**src/rtl/mem_access_unit.sv**
```systemverilog
// Memory-access pipeline stage: forwards ALU results and issues loads/stores over valid/ready.
// Optional feature: define MEM_MISALIGN_EXC_EN to trap misaligned accesses instead of aligning them.

module mem_access_unit #(
    parameter int XLEN   = 32,
    parameter int ADDR_W = 32,
    parameter int RD_W   = 5
) (
    input  logic              clock,
    input  logic              reset,
    input  logic              ex_valid,
    input  logic [6:0]        ex_opcode,
    input  logic [2:0]        ex_funct3,
    input  logic [XLEN-1:0]   ex_alu_result,
    input  logic [XLEN-1:0]   ex_store_data,
    input  logic [RD_W-1:0]   ex_rd,
    input  logic [31:0]       ex_instruction,
    output logic              mem_stall,
    output logic              dmem_req_valid,
    input  logic              dmem_req_ready,
    output logic              dmem_we,
    output logic [ADDR_W-1:0] dmem_addr,
    output logic [XLEN-1:0]   dmem_wdata,
    output logic [XLEN/8-1:0] dmem_wstrb,
    input  logic              dmem_rsp_valid,
    input  logic [XLEN-1:0]   dmem_rsp_data,
    output logic              wb_valid,
    output logic [XLEN-1:0]   wb_value,
    output logic [6:0]        wb_opcode,
    output logic [RD_W-1:0]   wb_rd,
    output logic [31:0]       wb_instruction,
    output logic              wb_exc
);

    localparam int NB    = XLEN / 8;
    localparam int OFF_W = $clog2(NB);
    localparam int IDX_W = $clog2(XLEN);

    localparam logic [6:0] OP_ALU_R = 7'b0110011;
    localparam logic [6:0] OP_ALU_I = 7'b0010011;
    localparam logic [6:0] OP_LOAD  = 7'b0000011;
    localparam logic [6:0] OP_STORE = 7'b0100011;

    typedef enum logic [1:0] {IDLE, REQ, WAIT} state_t;

    state_t            state;
    logic [1:0]        cap_size;
    logic              cap_uns;
    logic [OFF_W-1:0]  cap_off;
    logic [6:0]        cap_opcode;
    logic [RD_W-1:0]   cap_rd;
    logic [31:0]       cap_instr;

    logic              is_alu, is_mem, take_exc;
    logic [1:0]        ex_size;
    logic [OFF_W-1:0]  off_raw, low_mask, ex_off;
    logic [NB-1:0]     ex_strb;
    logic [XLEN-1:0]   ex_wdata;
    logic [ADDR_W-1:0] ex_addr;
    logic [XLEN-1:0]   rsp_lane, load_value;
    logic [IDX_W-1:0]  ld_msb;
    int                ld_bits;

    assign mem_stall      = (state != IDLE);
    assign dmem_req_valid = (state == REQ);

    // NOTE: every always_comb output gets a default first so no path can infer a latch.
    always_comb begin
        is_alu  = (ex_opcode == OP_ALU_R) || (ex_opcode == OP_ALU_I);
        is_mem  = (ex_opcode == OP_LOAD) || (ex_opcode == OP_STORE);
        ex_size = ex_funct3[1:0];
        if (XLEN == 32 && ex_size == 2'd3) ex_size = 2'd2;
        case (ex_size)
            2'd0:    low_mask = '0;
            2'd1:    low_mask = OFF_W'(1);
            2'd2:    low_mask = OFF_W'(3);
            default: low_mask = OFF_W'(7);
        endcase
        off_raw = ex_alu_result[OFF_W-1:0];
        ex_off  = off_raw & ~low_mask;
`ifdef MEM_MISALIGN_EXC_EN
        take_exc = is_mem && ((off_raw & low_mask) != '0);
`else
        take_exc = 1'b0;
`endif
        ex_strb = '0;
        for (int i = 0; i < NB; i++) begin
            if (i >= int'(ex_off) && i < int'(ex_off) + (1 << ex_size)) ex_strb[i] = 1'b1;
        end
        // Replicate the store operand so every lane carries it; strobes pick the live bytes.
        case (ex_size)
            2'd0:    ex_wdata = {(XLEN/8){ex_store_data[7:0]}};
            2'd1:    ex_wdata = {(XLEN/16){ex_store_data[15:0]}};
            2'd2:    ex_wdata = {(XLEN/32){ex_store_data[31:0]}};
            default: ex_wdata = ex_store_data;
        endcase
        ex_addr = ADDR_W'(ex_alu_result) & ~ADDR_W'(NB - 1);
    end

    always_comb begin
        rsp_lane = dmem_rsp_data >> {cap_off, 3'b000};
        ld_bits  = 8 << cap_size;
        ld_msb   = IDX_W'(ld_bits - 1);
        for (int i = 0; i < XLEN; i++) begin
            load_value[i] = (i < ld_bits) ? rsp_lane[i] : (!cap_uns && rsp_lane[ld_msb]);
        end
    end

`ifndef MEM_MISALIGN_EXC_EN
    assign wb_exc = 1'b0;
`endif

    // NOTE: sequential state uses non-blocking assignments so all registers update together.
    always_ff @(posedge clock) begin
        if (!reset) begin
            state          <= IDLE;
            dmem_we        <= 1'b0;
            dmem_addr      <= '0;
            dmem_wdata     <= '0;
            dmem_wstrb     <= '0;
            wb_valid       <= 1'b0;
            wb_value       <= '0;
            wb_opcode      <= '0;
            wb_rd          <= '0;
            wb_instruction <= '0;
            cap_size       <= '0;
            cap_uns        <= 1'b0;
            cap_off        <= '0;
            cap_opcode     <= '0;
            cap_rd         <= '0;
            cap_instr      <= '0;
`ifdef MEM_MISALIGN_EXC_EN
            wb_exc         <= 1'b0;
`endif
        end else begin
            wb_valid <= 1'b0;
            case (state)
                IDLE: if (ex_valid) begin
                    if (is_alu || take_exc) begin
                        wb_valid       <= 1'b1;
                        wb_value       <= ex_alu_result;
                        wb_opcode      <= ex_opcode;
                        wb_rd          <= ex_rd;
                        wb_instruction <= ex_instruction;
`ifdef MEM_MISALIGN_EXC_EN
                        wb_exc         <= take_exc;
`endif
                    end else if (is_mem) begin
                        state      <= REQ;
                        dmem_we    <= (ex_opcode == OP_STORE);
                        dmem_addr  <= ex_addr;
                        dmem_wdata <= ex_wdata;
                        dmem_wstrb <= ex_strb;
                        cap_size   <= ex_size;
                        cap_uns    <= ex_funct3[2];
                        cap_off    <= ex_off;
                        cap_opcode <= ex_opcode;
                        cap_rd     <= ex_rd;
                        cap_instr  <= ex_instruction;
                    end
                end
                REQ: if (dmem_req_ready) begin
                    if (dmem_we) begin
                        state          <= IDLE;
                        wb_valid       <= 1'b1;
                        wb_value       <= '0;
                        wb_opcode      <= cap_opcode;
                        wb_rd          <= cap_rd;
                        wb_instruction <= cap_instr;
`ifdef MEM_MISALIGN_EXC_EN
                        wb_exc         <= 1'b0;
`endif
                    end else begin
                        state <= WAIT;
                    end
                end
                WAIT: if (dmem_rsp_valid) begin
                    state          <= IDLE;
                    wb_valid       <= 1'b1;
                    wb_value       <= load_value;
                    wb_opcode      <= cap_opcode;
                    wb_rd          <= cap_rd;
                    wb_instruction <= cap_instr;
`ifdef MEM_MISALIGN_EXC_EN
                    wb_exc         <= 1'b0;
`endif
                end
                default: state <= IDLE;
            endcase
        end
    end

endmodule

```
**config.mk**
```make
export PLATFORM = sky130hd
export DESIGN_NAME = mem_access_unit
export DESIGN_NICKNAME = d
export VERILOG_FILES = /design/src/rtl/mem_access_unit.sv
export SDC_FILE = /design/constraint.sdc
export NUM_CORES = 1
export LEC_CHECK = 0
export CAP_MARGIN = 15
export CORE_MARGIN = 5
export CORE_UTILIZATION = 47
export CTS_CLUSTER_DIAMETER = 120
export DETAILED_ROUTE_END_ITERATION = 6
export PLACE_DENSITY = 0.89
export SETUP_SLACK_MARGIN = 0.05
export SYNTH_ARGS = -nofsm -noshare
export SYNTH_HDL_FRONTEND = slang
export SYNTH_SLANG_ARGS = --single-unit
export TNS_END_PERCENT = 1
```
**constraint.sdc**
```tcl
create_clock -name clock -period 2.81 [get_ports clock]
set_input_delay 0.562 -clock clock [delete_from_list [all_inputs] [get_ports clock]]
set_output_delay 0.562 -clock clock [all_outputs]
set_load 0.005 [all_outputs]
```
==> reports/metrics.csv <==
stage;metric;value;unit
cells_and_area;Final Non-Filler Cells;1553;
synthesis;mapped cell area;9100;µm²
global_route;gr ovfl total;0;
placement;pre-CTS WS;0.107;ns
synthesis;EDFF count, synth;0;
synthesis;top post-synthesis cells by count;nand2_1 (238), dfxtp_1 (195), mux2i_1 (77);
die;Rows;50;
sta;Hold Fails Final Rpt;0;
synthesis;Compound-Gate Fraction of Synth Area;0.241;
critical_path;worst-path cell chain;inv_1 > ha_1 > nor2b_1 > a211o_1 > a21oi_4 > buf_4 > nand2_1 > o211a_1;
cells_and_area;fin nets;1434;
drt;# DRC;0;
critical_path;crit path DAT;2.71;ns
die;Die Wd;149;µm
synthesis;Seq cells post-synth;195;
critical_path;Worst setup SP type;flop;
cts;Clock Pin Slew Worst Setup and Hold Paths;0.07;ns
synthesis;area fraction of the dominant cell type after synthesis;0.429;
cts;Clock Latency Late Sink;0.43;ns
sta;Max Slew Vio Count;0;
synthesis;post-synthesis mux area share;0.0864;
synthesis;top cells by area, synth;dfxtp_1 (43%), nand2_1 (9.8%), mux2i_1 (8.5%), o211a_1 (6.8%), a21boi_0 (5.7%);
synthesis;Mean Syn Cell Area;8.81;µm²
critical_path;CP top delay family;compound AO/OA/AOI/OAI gates;
global_route;total track usage;0.248;
drt;Routed WL;28700;µm
cts;hold-fix buffers at CTS;0;
cells_and_area;# fillers;1550;
cts;cts repair resizes;0;
sta;Final Cycle Share;0.851;
sta;worst setup margin;0.419;ns
placement;placed cells;1520;
synthesis;Synth area leader;dfxtp_1;
power_and_ir_drop;peak supply drop;0.000398;V
synthesis;Simple-Gate Fraction of Synth Area;0.184;
die;Vert. Die Dim;149;µm
critical_path;Largest stage delay, worst path;0.38;ns
critical_path;worst setup path endpoint;wb_instruction[23];
sta;Final Skew;0.0111;ns
synthesis;top_reg_cell synth;dfxtp_1;
critical_path;Req. time, crit path;3.13;ns
synthesis;Unique masters post-synth;50;
synthesis;most frequent cell after synthesis;nand2_1;
global_route;largest net degree at the start of global routing;110;
critical_path;CP Capture Type;flop;
global_route;vias in the first global route;8330;
critical_path;Register-to-Register Path Depth;8;
synthesis;Synth Area in Adders;0.00963;
synthesis;Seq/Total Area, Yosys;0.429;
drt;WL per Instance;18.5;µm
power_and_ir_drop;leakage power;0.00514;µW
synthesis;XOR/XNOR share of the synthesized area;0.000963;
sta;unrepaired setup endpoints after global routing;false;
flow_run;Max Cap Viol;0;
global_route;initial antenna violation count;1;
critical_path;CP Buf/Inv Count;2;
critical_path;Setup CP Type;reg2reg;
drt;Via-to-Cell Ratio;5.51;
cts;clock tree sinks;195;
sta;highest clock rate;418;MHz
cells_and_area;Area growth, synth to finish;41.6;%
sta;endpoints failing setup;0;
synthesis;cell count after synthesis;1032;
die;starting density of the core;0.481;
critical_path;Crit Reg-Reg Endpoint;wb_instruction[23];
power_and_ir_drop;P per Cell Area;444;nW/µm²
global_route;global-route wire length before repair;44400;µm
critical_path;crit path max-delay cell type;buf_4;
critical_path;R2R Setup Slk;0.42;ns
cts;Post-CTS Repair Setup Buffers;0;
cells_and_area;layout cells sized above 1;0.0658;
drt;Pre-antenna DRT Iters;7;
synthesis;largest family of logic cells by synthesized area;compound AO/OA/AOI/OAI gates;
die;Core Region;18900;µm²
sta;Worst Max-Slew Pin Slew;0.922;ns
sta;total negative slack;0;ns
placement;Final HPWL DP;20500;µm
power_and_ir_drop;Power, Total;5710;µW
die;Die Area;22200;µm²
cts;Clock Path Buffers;2;
critical_path;reg2reg start;state[0];
critical_path;Stages on worst setup path;8;
cts;Num CTS Buffers;17;
placement;Placer Congestion;0.935;
sta;Tmin final;2.39;ns
synthesis;Synth Warn #;0;
sta;Worst slew margin;0.386;
cts;root buffer cell;clkbuf_16;
drt;via count;8557;
min_path;HP Class;reg2reg;
drt;number of routed nets with antenna violations;0;
critical_path;crit path launch;state[0];
cts;H-tree Lvls;4;
status;status;finished, final reports clean;
die;I/O pin cnt;297;
critical_path;Max FO, Critical Path;34;
cts;CTS tree;built;
synthesis;FFs w/ async S/R, synth;0;
min_path;Cells on Worst Hold Path;2;
drt;initial DRC count;580;
placement;PortBufs;293;
worst reg2reg max path: stages (launching register included):
cell and delay (ns):
dfxtp_1 0.36, inv_1 0.11, ha_1 0.35, nor2b_1 0.20, a211o_1 0.31, a21oi_4 0.33, buf_4 0.39, nand2_1 0.10
o211a_1 0.14
cell families after synthesis:
group | after synthesis
XOR/XNOR | 1
AND/OR/NAND/NOR | 380
adder cells (fa/ha/maj) | 7
flip-flops | 195
buffers and inverters | 104
AO/OA/AOI/OAI | 266
multiplexers | 78
other | 1
state kept, by name (all words and copies together) (netlist names):
name / count
wb_valid: 1
wb_rd: 5
cap_rd: 5
dmem_we: 1
cap_opcode: 7
state: 2
wb_instruction: 32
dmem_addr: 30
cap_uns: 1
wb_value: 32
cap_size: 2
cap_off: 2
cap_instr: 32
dmem_wstrb: 4
wb_opcode: 7
dmem_wdata: 32
routing by layer:
| metal | part of all wire | global-route usage | wire length, µm | vias to the layer above |
|---|---|---|---|---|
| met5 | 0 | 0 | 0 | - |
| met4 | 0.048 | 0.129 | 1390 | 0 |
| met3 | 0.091 | 0.0702 | 2620 | 90 |
| met2 | 0.45 | 0.395 | 13000 | 373 |
| met1 | 0.41 | 0.305 | 11600 | 4005 |
| li1 | - | - | - | 4089 |
power breakdown:
group	total, µW	switching, µW	internal [µW]	leakage, µW
clock network	2360	1140	1220	0.000273
registers	2800	13.4	2780	0.00157
logic	556	237	319	0.00329
total	5710	1390	4320	0.00514
cell usage in the layout (no fill, tap or decap), types with 3 or more instances in the layout:
master and n:
clkdlybuf4s50_1 291, nand2_1 238, dfxtp_1 195, mux2i_1 77
a21boi_0 69, o211a_1 62, nand3_1 57, nor2_1 28
a21boi_1 24, o21ai_0 20, a21oi_1 20, buf_4 20
clkbuf_16 17, nor2b_1 16, a211oi_1 16, o211ai_1 14
and2_1 11, o21a_1 11, o211ai_2 10, buf_12 9
nor3b_1 8, inv_1 7, a311oi_1 7, and3_1 6
ha_1 6, inv_8 4, clkinv_4 4, conb_1 3
clkinvlp_4 3
worst min-delay path by stage:
| stage | from | endpoint | slack (ns) |
|---|---|---|---|
| 2_1_floorplan | cap_instr[10] | cap_instr[10] | 0.43 |
| 3_3_place_gp | cap_instr[13] | cap_instr[13] | 0.44 |
| 3_5_place_dp | dmem_addr[30] | dmem_addr[30] | 0.44 |
| 4_1_cts | dmem_addr[30] | dmem_addr[30] | 0.45 |
| 5_1_grt | cap_instr[9] | cap_instr[9] | 0.47 |
| 6_report | dmem_addr[30] | dmem_addr[30] | 0.45 |
final cells by class:
class / instances / area, µm² / area share
diodes: 1 / 2.50 / 0.000194
clock inverters: 12 / 119 / 0.00923
multi-input cells: 735 / 4790 / 0.372
flip-flops and latches: 195 / 3900 / 0.303
repair buffers: 322 / 3260 / 0.253
inverters: 8 / 30.0 / 0.00233
clock buffers: 20 / 457 / 0.0354
well taps: 260 / 325 / 0.0253
per-stage QoR:
step	instance area [µm²]	hold WS, ns	util
global route	12900	0.468	0.682
global placement	12300	0.440	0.651
detailed placement	12300	0.445	0.651
CTS	12900	0.454	0.682
finish	12900	0.452	0.682
floorplan	9100	0.435	-
(Power assumes the default switching activity.)
